### config.mk
export PLATFORM = sky130hd
export DESIGN_NAME = ame_pivot_search
export DESIGN_NICKNAME = d
export VERILOG_FILES = /design/src/rtl/ame_pivot_search.sv
export SDC_FILE = /design/constraint.sdc
export NUM_CORES = 2
export LEC_CHECK = 0
export BUFFER_PORTS_ARGS = -buffer_cell sky130_fd_sc_hd__buf_2
export CAP_MARGIN = 5
export CORE_MARGIN = 8
export CORE_UTILIZATION = 65
export CTS_BUF_LIST = sky130_fd_sc_hd__clkbuf_4 sky130_fd_sc_hd__clkbuf_8
export DETAILED_ROUTE_END_ITERATION = 10
export GPL_ROUTABILITY_DRIVEN = 0
export PLACE_DENSITY = 0.89
export SYNTH_ARGS = -nofsm -noshare
export SYNTH_HDL_FRONTEND = slang
export SYNTH_SLANG_ARGS = --single-unit
### constraint.sdc
create_clock -name clk_i -period 30.8 [get_ports clk_i]
set_clock_uncertainty 0.1 [all_clocks]
set_input_delay 1.54 -clock clk_i [delete_from_list [all_inputs] [get_ports clk_i]]
set_output_delay 1.54 -clock clk_i [all_outputs]
set_load 0.05 [all_outputs]
### src/rtl/ame_pivot_search.sv
// Streaming pivot search: finds the max/min magnitude word across masked multi-lane beats.
// Stage 1 reduces a beat to its best lane; stage 2 merges that into the running accumulator.
module ame_pivot_search #(
    parameter int COMP_DATA_BITS     = 64,
    parameter int COMP_ABS_BITS      = 48,
    parameter int COMP_LANES         = 6,
    parameter int COMP_BEATS_MAX     = 8,
    parameter int COMP_DATA_IDX_BITS = $clog2(COMP_LANES * COMP_BEATS_MAX)
) (
    input  logic                                     clk_i,
    input  logic                                     rst_n_i,
    input  logic                                     comp_init_i,
    input  logic                                     comp_min_i,
    input  logic                                     comp_valid_i,
    output logic                                     comp_ready_o,
    input  logic                                     comp_last_i,
    input  logic [COMP_LANES-1:0][COMP_DATA_BITS-1:0] comp_data_i,
    input  logic [COMP_LANES-1:0]                    comp_data_mask_i,
    output logic                                     comp_done_o,
    output logic [COMP_DATA_BITS-1:0]                comp_data_o,
    output logic [COMP_DATA_IDX_BITS-1:0]            comp_data_index_o,
    output logic                                     comp_none_o,
    output logic                                     comp_ovf_o
);

    localparam int CNT_BITS = $clog2(COMP_BEATS_MAX + 1);

    typedef enum logic [1:0] {ST_IDLE, ST_RUN, ST_DRAIN, ST_DONE} state_t;

    state_t                        state_q, state_d;
    logic                          min_q, min_d;
    logic [CNT_BITS-1:0]           cnt_q, cnt_d;
    logic                          ovf_q, ovf_d;

    logic                          s1_vld_q, s1_vld_d;
    logic                          s1_any_q, s1_any_d;
    logic [COMP_ABS_BITS-1:0]      s1_mag_q, s1_mag_d;
    logic [COMP_DATA_BITS-1:0]     s1_word_q, s1_word_d;
    logic [COMP_DATA_IDX_BITS-1:0] s1_idx_q, s1_idx_d;

    logic                          acc_vld_q, acc_vld_d;
    logic [COMP_ABS_BITS-1:0]      acc_mag_q, acc_mag_d;
    logic [COMP_DATA_BITS-1:0]     acc_word_q, acc_word_d;
    logic [COMP_DATA_IDX_BITS-1:0] acc_idx_q, acc_idx_d;

    logic [COMP_DATA_BITS-1:0]     out_data_q, out_data_d;
    logic [COMP_DATA_IDX_BITS-1:0] out_idx_q, out_idx_d;
    logic                          out_none_q, out_none_d;
    logic                          out_ovf_q, out_ovf_d;

    logic                          accept;
    logic                          b_any;
    logic [COMP_ABS_BITS-1:0]      b_mag;
    logic [COMP_ABS_BITS-1:0]      lane_mag;
    logic [COMP_DATA_BITS-1:0]     b_word;
    logic [COMP_DATA_IDX_BITS-1:0] b_idx;
    logic [COMP_DATA_IDX_BITS-1:0] beat_base;

    function automatic logic [COMP_ABS_BITS-1:0] mag_f(input logic [COMP_ABS_BITS-1:0] x);
        return x[COMP_ABS_BITS-1] ? ('0 - x) : x;
    endfunction

    // Strict comparison so that equal magnitudes keep the earlier (lower-index) candidate.
    function automatic logic better_f(input logic [COMP_ABS_BITS-1:0] a,
                                      input logic [COMP_ABS_BITS-1:0] b,
                                      input logic                     use_min);
        return use_min ? (a < b) : (a > b);
    endfunction

    assign comp_ready_o      = (state_q == ST_RUN);
    assign comp_done_o       = (state_q == ST_DONE);
    assign comp_data_o       = out_data_q;
    assign comp_data_index_o = out_idx_q;
    assign comp_none_o       = out_none_q;
    assign comp_ovf_o        = out_ovf_q;

    assign accept    = (state_q == ST_RUN) && comp_valid_i && !comp_init_i;
    assign beat_base = COMP_DATA_IDX_BITS'(cnt_q) * COMP_DATA_IDX_BITS'(COMP_LANES);

    always_comb begin
        b_any    = 1'b0;
        b_mag    = '0;
        b_word   = '0;
        b_idx    = '0;
        lane_mag = '0;
        for (int unsigned l = 0; l < COMP_LANES; l++) begin
            lane_mag = mag_f(comp_data_i[l][COMP_ABS_BITS-1:0]);
            if (!comp_data_mask_i[l] && (!b_any || better_f(lane_mag, b_mag, min_q))) begin
                b_any  = 1'b1;
                b_mag  = lane_mag;
                b_word = comp_data_i[l];
                b_idx  = beat_base + COMP_DATA_IDX_BITS'(l);
            end
        end
    end

    always_comb begin
        state_d    = state_q;
        min_d      = min_q;
        cnt_d      = cnt_q;
        ovf_d      = ovf_q;
        s1_vld_d   = accept;
        s1_any_d   = s1_any_q;
        s1_mag_d   = s1_mag_q;
        s1_word_d  = s1_word_q;
        s1_idx_d   = s1_idx_q;
        acc_vld_d  = acc_vld_q;
        acc_mag_d  = acc_mag_q;
        acc_word_d = acc_word_q;
        acc_idx_d  = acc_idx_q;
        out_data_d = out_data_q;
        out_idx_d  = out_idx_q;
        out_none_d = out_none_q;
        out_ovf_d  = out_ovf_q;

        if (accept) begin
            s1_any_d  = b_any;
            s1_mag_d  = b_mag;
            s1_word_d = b_word;
            s1_idx_d  = b_idx;
        end

        if (s1_vld_q && s1_any_q && (!acc_vld_q || better_f(s1_mag_q, acc_mag_q, min_q))) begin
            acc_vld_d  = 1'b1;
            acc_mag_d  = s1_mag_q;
            acc_word_d = s1_word_q;
            acc_idx_d  = s1_idx_q;
        end

        unique case (state_q)
            ST_IDLE, ST_RUN, ST_DRAIN: begin
                if (comp_init_i) begin
                    // Start or abort: anything still in flight is dropped.
                    state_d   = ST_RUN;
                    min_d     = comp_min_i;
                    cnt_d     = '0;
                    ovf_d     = 1'b0;
                    s1_vld_d  = 1'b0;
                    acc_vld_d = 1'b0;
                end else if (state_q == ST_RUN) begin
                    if (accept) begin
                        cnt_d = cnt_q + CNT_BITS'(1);
                        if (comp_last_i) begin
                            state_d = ST_DRAIN;
                        end else if (cnt_q == CNT_BITS'(COMP_BEATS_MAX - 1)) begin
                            state_d = ST_DRAIN;
                            ovf_d   = 1'b1;
                        end
                    end
                end else if (state_q == ST_DRAIN) begin
                    state_d    = ST_DONE;
                    out_none_d = !acc_vld_d;
                    out_ovf_d  = ovf_q;
                    out_data_d = acc_vld_d ? acc_word_d : '0;
                    out_idx_d  = acc_vld_d ? acc_idx_d : '0;
                end
            end
            ST_DONE: state_d = ST_IDLE;
            default: state_d = ST_IDLE;
        endcase
    end

    always_ff @(posedge clk_i or negedge rst_n_i) begin
        if (!rst_n_i) begin
            state_q    <= ST_IDLE;
            min_q      <= 1'b0;
            cnt_q      <= '0;
            ovf_q      <= 1'b0;
            s1_vld_q   <= 1'b0;
            s1_any_q   <= 1'b0;
            s1_mag_q   <= '0;
            s1_word_q  <= '0;
            s1_idx_q   <= '0;
            acc_vld_q  <= 1'b0;
            acc_mag_q  <= '0;
            acc_word_q <= '0;
            acc_idx_q  <= '0;
            out_data_q <= '0;
            out_idx_q  <= '0;
            out_none_q <= 1'b0;
            out_ovf_q  <= 1'b0;
        end else begin
            state_q    <= state_d;
            min_q      <= min_d;
            cnt_q      <= cnt_d;
            ovf_q      <= ovf_d;
            s1_vld_q   <= s1_vld_d;
            s1_any_q   <= s1_any_d;
            s1_mag_q   <= s1_mag_d;
            s1_word_q  <= s1_word_d;
            s1_idx_q   <= s1_idx_d;
            acc_vld_q  <= acc_vld_d;
            acc_mag_q  <= acc_mag_d;
            acc_word_q <= acc_word_d;
            acc_idx_q  <= acc_idx_d;
            out_data_q <= out_data_d;
            out_idx_q  <= out_idx_d;
            out_none_q <= out_none_d;
            out_ovf_q  <= out_ovf_d;
        end
    end

endmodule
[Yosys cells after proc, flatten, opt, wreduce, memory -nomap -nowiden]
Cells that the tools add are included.
Cells by class
  add/subtract/negate cells: 12
  multiply operators: 1
  div/mod/pow operators: 0
  order comparisons: 12
  eq/ne operators: 8
  shifts and indexed selects: 0
  muxes and demuxes: 60
  bitwise gates (word level): 2
  reduce and logical (&&, ||, !) cells: 37
Operators with widths (number)
  48-bit two-way mux: 12
  64-bit two-way mux: 8
  48-bit > comparator: 6
  48-bit less-than comparator: 6
  1-bit by 48-bit subtractor with 48-bit output (first input constant): 6
  6-bit two-way mux: 8
  1-bit two-way mux: 22
  6-bit by 2-bit adder with 6-bit output (second input constant): 2
  6-bit by 3-bit adder with 6-bit output (second input constant): 2
  1-bit logical NOT: 12
  2-bit two-way mux: 6
  4-bit two-way mux: 3
  1-bit logical AND: 9
  4-bit != test (second input constant): 2
  6-bit by 1-bit adder with 6-bit output (second input constant): 1
  1-bit logical OR: 6
  3-bit AND reduction: 2
  2-bit nonzero test: 3
  4-bit by 2-bit multiplier with 5-bit output (second input constant): 1
  5-bit != test (second input constant): 1
  5-bit AND reduction: 1
  4-bit by 1-bit adder with 4-bit output (second input constant): 1
  2-bit equality test (second input constant): 2
  4-bit by 3-bit equality test with 1-bit output (second input constant): 1
  8 further kinds: 9
Storage, ports and cells
  register bits: 319
  latch bits: 0
  RAM bits: 0
  memory bits (read-only): 0
  input port bits: 396
  output and inout port bits: 74
  logic and storage cells: 149
  memories kept: 0

[Depth between registers and ports, before layout]
  word-level depth: 28
  depth in mapped cells: 72

[Least setup slack after synthesis]
No wires, ideal clock.
  path type: input-to-reg
  from: input port comp_data_i[0] (netlist bit)
  to: register s1_mag_q[4]
  arrival time: 17.192 ns
  data required time: 30.631 ns
  slack: 13.439 ns
  stages: 69
  buffers on the path: 11
  path through: inv_1 > ha_1 > or4b_2 > nor2_1 > nand3_1 > or2_2 > o31ai_1 > xor2_1 > nor2_1 > inv_1 > ha_1 > nand4_1 > nor4_1 > nand2_1 > a2111oi_0 > or2_2 > o21ai_0 > nand2_1 > [33 not listed] > a21oi_1 > nor3_1 > clkbuf_1 > buf_1 > a21oi_1 > ha_1 > a211oi_1 > o211ai_1 > o21a_1 > o211a_1 > a311oi_1 > a21o_1 > nand2_1 > nor2_1 > clkbuf_1 > clkbuf_1 > o221ai_1 > nand3_1
On the way
  longest elaborated chain between the ends: 28
  elaborated cells on any way between the ends: 41
RTL lines
  start: declaration: RTL line 17  | input logic [COMP_LANES-1:0][COMP_DATA_BITS-1:0] comp_data_i,
  1-bit by 48-bit subtractor with 48-bit output: RTL line 60  | return x[COMP_ABS_BITS-1] ? ('0 - x) : x;
  48-bit two-way mux *: RTL line 60
  48-bit two-way mux *: RTL line 88  | if (!comp_data_mask_i[l] && (!b_any || better_f(lane_mag, b_mag, min_q))) begin
  48-bit > comparator / 48-bit less-than comparator (equally long branches): RTL line 67  | return use_min ? (a < b) : (a > b);
  1-bit two-way mux: RTL line 67
  1-bit logical OR: RTL line 88
  1-bit logical AND: RTL line 88
  48-bit two-way mux: RTL line 88
  [12 not listed]
  1-bit logical OR: RTL line 88
  1-bit logical AND: RTL line 88
  48-bit two-way mux: RTL line 88
  48-bit > comparator / 48-bit less-than comparator (equally long branches): RTL line 67
  1-bit two-way mux: RTL line 67
  1-bit logical OR: RTL line 88
  1-bit logical AND: RTL line 88
  48-bit two-way mux *: RTL line 88
  end signal: assignment: RTL line 189  | s1_mag_q <= s1_mag_d;
  end: declaration: RTL line 37  | logic [COMP_ABS_BITS-1:0] s1_mag_q, s1_mag_d;
Mark *: on every way between the ends. The rest lies on a longest branch, timed or not.
A chain may end at the register's enable or synchronous reset.

[Final worst setup path]
  from: input port comp_data_i[6] (netlist bit)
  to: register s1_word_q[16]
On the way
  longest elaborated chain between the ends: 28
  elaborated cells on any way between the ends: 45
RTL lines
  1-bit by 48-bit subtractor with 48-bit output: RTL line 60
  48-bit two-way mux *: RTL line 60
  48-bit two-way mux *: RTL line 88
  48-bit > comparator / 48-bit less-than comparator (equally long branches): RTL line 67
  1-bit two-way mux: RTL line 67
  1-bit logical OR: RTL line 88
  1-bit logical AND: RTL line 88
  48-bit two-way mux: RTL line 88
  [12 not listed]
  1-bit logical OR: RTL line 88
  1-bit logical AND: RTL line 88
  48-bit two-way mux: RTL line 88
  48-bit > comparator / 48-bit less-than comparator (equally long branches): RTL line 67
  1-bit two-way mux: RTL line 67
  1-bit logical OR: RTL line 88
  1-bit logical AND: RTL line 88
  64-bit two-way mux *: RTL line 88
  end signal: assignment: RTL line 190  | s1_word_q <= s1_word_d;
  end: declaration: RTL line 38  | logic [COMP_DATA_BITS-1:0] s1_word_q, s1_word_d;
Marked as above.

==> flow_metrics.env <==
export IMPL_grt_util_all_layers=0.410
export IMPL_final_util=0.733
export IMPL_worst_ep_required_time_ns=31.20
export IMPL_routed_via_density=6.77
export IMPL_syn_inst=4169
export IMPL_design_die_area_sq_um=56600
export IMPL_syn_area_sq_um=32000
export IMPL_worst_pin_slew_ns=1.34
export IMPL_list_of_most_frequent_post_synthesis_cells="sky130_fd_sc_hd__nand2_1 (495), sky130_fd_sc_hd__o21ai_0 (390), sky130_fd_sc_hd__dfrtp_1 (318)"
export IMPL_path_clk_slew_ns=0.07
export IMPL_met1_track_demand_over_resource_in_global_routing=0.528
export IMPL_fin_worst_hold_slack_ns=0.370
export IMPL_drcViolationCount=0
export IMPL_drv_max_cap_violation_count=0
export IMPL_grt_setup_unrepaired="no"
export IMPL_library_cell_contributing_the_largest_single_delay_on_the_critical_path="sky130_fd_sc_hd__nor4_1"
export IMPL_start_util=0.657
export IMPL_die_y_um=238
export IMPL_postCtsSetupRepairBufs=0
export IMPL_number_of_setup_violations_in_the_final_report=0
export IMPL_dp_hpwl_um=94400
export IMPL_path_common_cell="sky130_fd_sc_hd__nand4_1"
export IMPL_first_global_vias=32939
export IMPL_wl_per_cell_um=23.5
export IMPL_synthArstFlopShare=1.00
export IMPL_synth_largest_area_cell="sky130_fd_sc_hd__dfrtp_1"
export IMPL_grt_use_met2=0.599
export IMPL_grt_max_degree=136
export IMPL_min_path_type="reg2reg"
export IMPL_grt_ovfl_total=0
export IMPL_max_vdd_ir_drop_v=0.0000407
export IMPL_worstPathMaxFanout=102
export IMPL_num_fill_cells=3932
export IMPL_hold_viol=0
export IMPL_root_buffer="sky130_fd_sc_hd__clkbuf_8"
export IMPL_cts_sink_count=318
export IMPL_slew_headroom=0.0981
export IMPL_synth_ff_type="sky130_fd_sc_hd__dfrtp_1"
export IMPL_timing_fmax_mhz=42.0
export IMPL_synth_cell_types=74
export IMPL_synth_most_common_cell="sky130_fd_sc_hd__nand2_1"
export IMPL_cp_start_kind="input pin"
export IMPL_seq_area_frac_synth=0.249
export IMPL_outcome="completed"
export IMPL_placeableCoreArea_sq_um=48700
export IMPL_top_level_ports=470
export IMPL_total_via_count_in_the_routed_design=35195
export IMPL_cts_max_level=2
export IMPL_antenna_found_initial=53
export IMPL_grt_use_met3=0.148
export IMPL_clock_path_buffers=3
export IMPL_syn_mean_instance_area_sq_um=7.68
export IMPL_core_rowCount=81
export IMPL_number_of_warnings_reported_in_the_yosys_synthesis_log=0
export IMPL_wirelength_um=122000
export IMPL_fin_setup_tns_ns=0
export IMPL_power_static_leakage_nw=15.6
export IMPL_worst_ep_arrival_time_ns=24.21
export IMPL_io_buffers=469
export IMPL_post_cts_resized_instances=0
export IMPL_worst_skew_pair_late_latency_ns=0.59
export IMPL_syn_nets=4866
export IMPL_route_antenna_remaining_nets=0
export IMPL_synth_edff_count=0
export IMPL_grt_pass1_wl_um=185000
export IMPL_ys_seq_elements=318
export IMPL_p_per_area_nw_per_um2=74.3
export IMPL_period_share=0.773
export IMPL_tritoncts="done"
export IMPL_drt_iter0_markers=4851
export IMPL_path_class="in2reg"
export IMPL_critical_path_max_stage_delay_ns=1.16
export IMPL_dp_cells=5077
export IMPL_post_synthesis_to_final_layout_area_growth_pct=11.7
export IMPL_synth_top_cell_area_share=0.249
export IMPL_die_width_um=238
export IMPL_post_route_cells_drive_above_1_share=0.155
export IMPL_drt_pass1_iterations=8
export IMPL_report_final_slew_viol_count=0
export IMPL_busiest_layer="met2"
export IMPL_post_layout_nonfiller_instances=5199
export IMPL_synthTopCellsByArea="sky130_fd_sc_hd__dfrtp_1 (25%), sky130_fd_sc_hd__ha_1 (12%), sky130_fd_sc_hd__o21ai_0 (6.1%), sky130_fd_sc_hd__nand2_1 (5.8%), sky130_fd_sc_hd__xnor2_1 (5.8%)"
export IMPL_cts_buffers=46
export IMPL_design_final_nets=5158
export IMPL_worstSetupEndpointType="flop"
export IMPL_ctsHoldBuffers=0
export IMPL_layout_min_cycle_time_ns=23.81
==> power by group <==
part / internal (mW) / switching, mW / total, mW
Clock: 0.209 / 0.168 / 0.377
Combinational: 0.554 / 1.01 / 1.56
Sequential: 0.591 / 0.129 / 0.720
==> flip-flops by register name, summed over array words and instances, names as in the netlist, 2 cells and up <==
register / count
acc_word_q: 64
comp_data_o: 64
s1_word_q: 63
acc_mag_q: 48
s1_mag_q: 48
acc_idx_q: 6
comp_data_index_o: 6
s1_idx_q: 6
cnt_q: 4
state_q: 2
==> path summary, 6_finish.rpt <==
| kind | startpoint | end | slack, ns | cells after the start |
|---|---|---|---|---|
| min in group asynchronous | rst_n_i | s1_word_q[53] | 0.91 | 1 |
| min | comp_data_o[51] | comp_data_o[51] | 0.37 | 2 |
| max in group asynchronous | rst_n_i | acc_idx_q[0] | 27.72 | 3 |
| max | comp_data_i[6] | s1_word_q[16] | 6.99 | 60 |
| max reg2reg | min_q | s1_word_q[16] | 12.09 | 48 |
| min reg2reg | comp_data_o[51] | comp_data_o[51] | 0.37 | 2 |
==> area by class of cell <==
class / count / area [sq um] / share of cell area
Inverter: 226 / 850 / 0.0238
Tap cell: 664 / 831 / 0.0232
Sequential cell: 318 / 7960 / 0.223
Multi-Input combinational cell: 3364 / 22400 / 0.625
Timing Repair Buffer: 505 / 2640 / 0.0738
Clock inverter: 12 / 138 / 0.00385
Clock buffer: 72 / 891 / 0.0249
Antenna cell: 38 / 95.1 / 0.00266
==> logic make-up (layout without fill, tap and decap cells) <==
| group | count (synthesis) | after routing | share of synthesized area |
|---|---|---|---|
| flip-flops | 318 | 318 | 0.249 |
| multiplexers | 61 | 61 | 0.0202 |
| buffers and inverters | 487 | 815 | 0.0571 |
| XOR/XNOR | 277 | 277 | 0.0758 |
| adder cells (fa/ha/maj) | 301 | 301 | 0.118 |
| AO/OA/AOI/OAI | 1449 | 1449 | 0.293 |
| AND/OR/NAND/NOR | 1276 | 1276 | 0.187 |
| other | 0 | 38 | 0 |
==> critical path: cells and delay by family <==
family                   cells  cell delay [ns]
AND/OR/NAND/NOR             28            11.55
multiplexers                 4             2.01
XOR/XNOR                     1             0.13
adder cells (fa/ha/maj)      5             1.37
AO/OA/AOI/OAI               15             4.36
buffers and inverters        7             3.13
==> metal layers <==
metal | routed length, um | part of all wire
met5 | 233 | 0.0019
met1 | 45300 | 0.37
met3 | 19000 | 0.16
met2 | 50100 | 0.41
met4 | 7290 | 0.060
==> metrics by stage <==
stage / cell area [sq um] / power [mW] / setup slack, ns
floorplan: 32000 / 1.72 / 13.44
global placement: 34600 / 2.15 / 8.34
detailed placement: 34600 / 2.20 / 7.66
CTS: 35700 / 2.58 / 8.22
global route: 35700 / 2.81 / 6.34
finish: 35800 / 2.66 / 6.99
==> placed cells by master, fill, tap and decap left out, types with 11 or more instances in the layout <==
cell,instances
sky130_fd_sc_hd__a211oi_1,91
sky130_fd_sc_hd__a21o_1,68
sky130_fd_sc_hd__a21oi_1,289
sky130_fd_sc_hd__a221oi_1,11
sky130_fd_sc_hd__a22oi_1,19
sky130_fd_sc_hd__a2bb2oi_1,28
sky130_fd_sc_hd__a31oi_1,27
sky130_fd_sc_hd__and2_1,17
sky130_fd_sc_hd__and3_1,41
sky130_fd_sc_hd__buf_2,468
sky130_fd_sc_hd__buf_4,35
sky130_fd_sc_hd__clkbuf_4,16
sky130_fd_sc_hd__clkbuf_8,56
sky130_fd_sc_hd__dfrtp_1,318
sky130_fd_sc_hd__diode_2,38
sky130_fd_sc_hd__ha_1,300
sky130_fd_sc_hd__inv_1,224
sky130_fd_sc_hd__mux2_2,29
sky130_fd_sc_hd__mux2i_1,32
sky130_fd_sc_hd__nand2_1,491
sky130_fd_sc_hd__nand2b_1,31
sky130_fd_sc_hd__nand3_1,84
sky130_fd_sc_hd__nand4_1,59
sky130_fd_sc_hd__nor2_1,293
sky130_fd_sc_hd__nor3_1,52
sky130_fd_sc_hd__nor4_1,30
sky130_fd_sc_hd__o211ai_1,83
sky130_fd_sc_hd__o21a_1,83
sky130_fd_sc_hd__o21ai_0,389
sky130_fd_sc_hd__o22ai_1,70
sky130_fd_sc_hd__o31a_1,53
sky130_fd_sc_hd__o31ai_1,87
sky130_fd_sc_hd__o41ai_1,43
sky130_fd_sc_hd__or2_2,34
sky130_fd_sc_hd__or3_1,45
sky130_fd_sc_hd__or4_1,43
sky130_fd_sc_hd__xnor2_1,211
sky130_fd_sc_hd__xor2_1,66
Note: power is estimated with default switching activity, not from simulation.
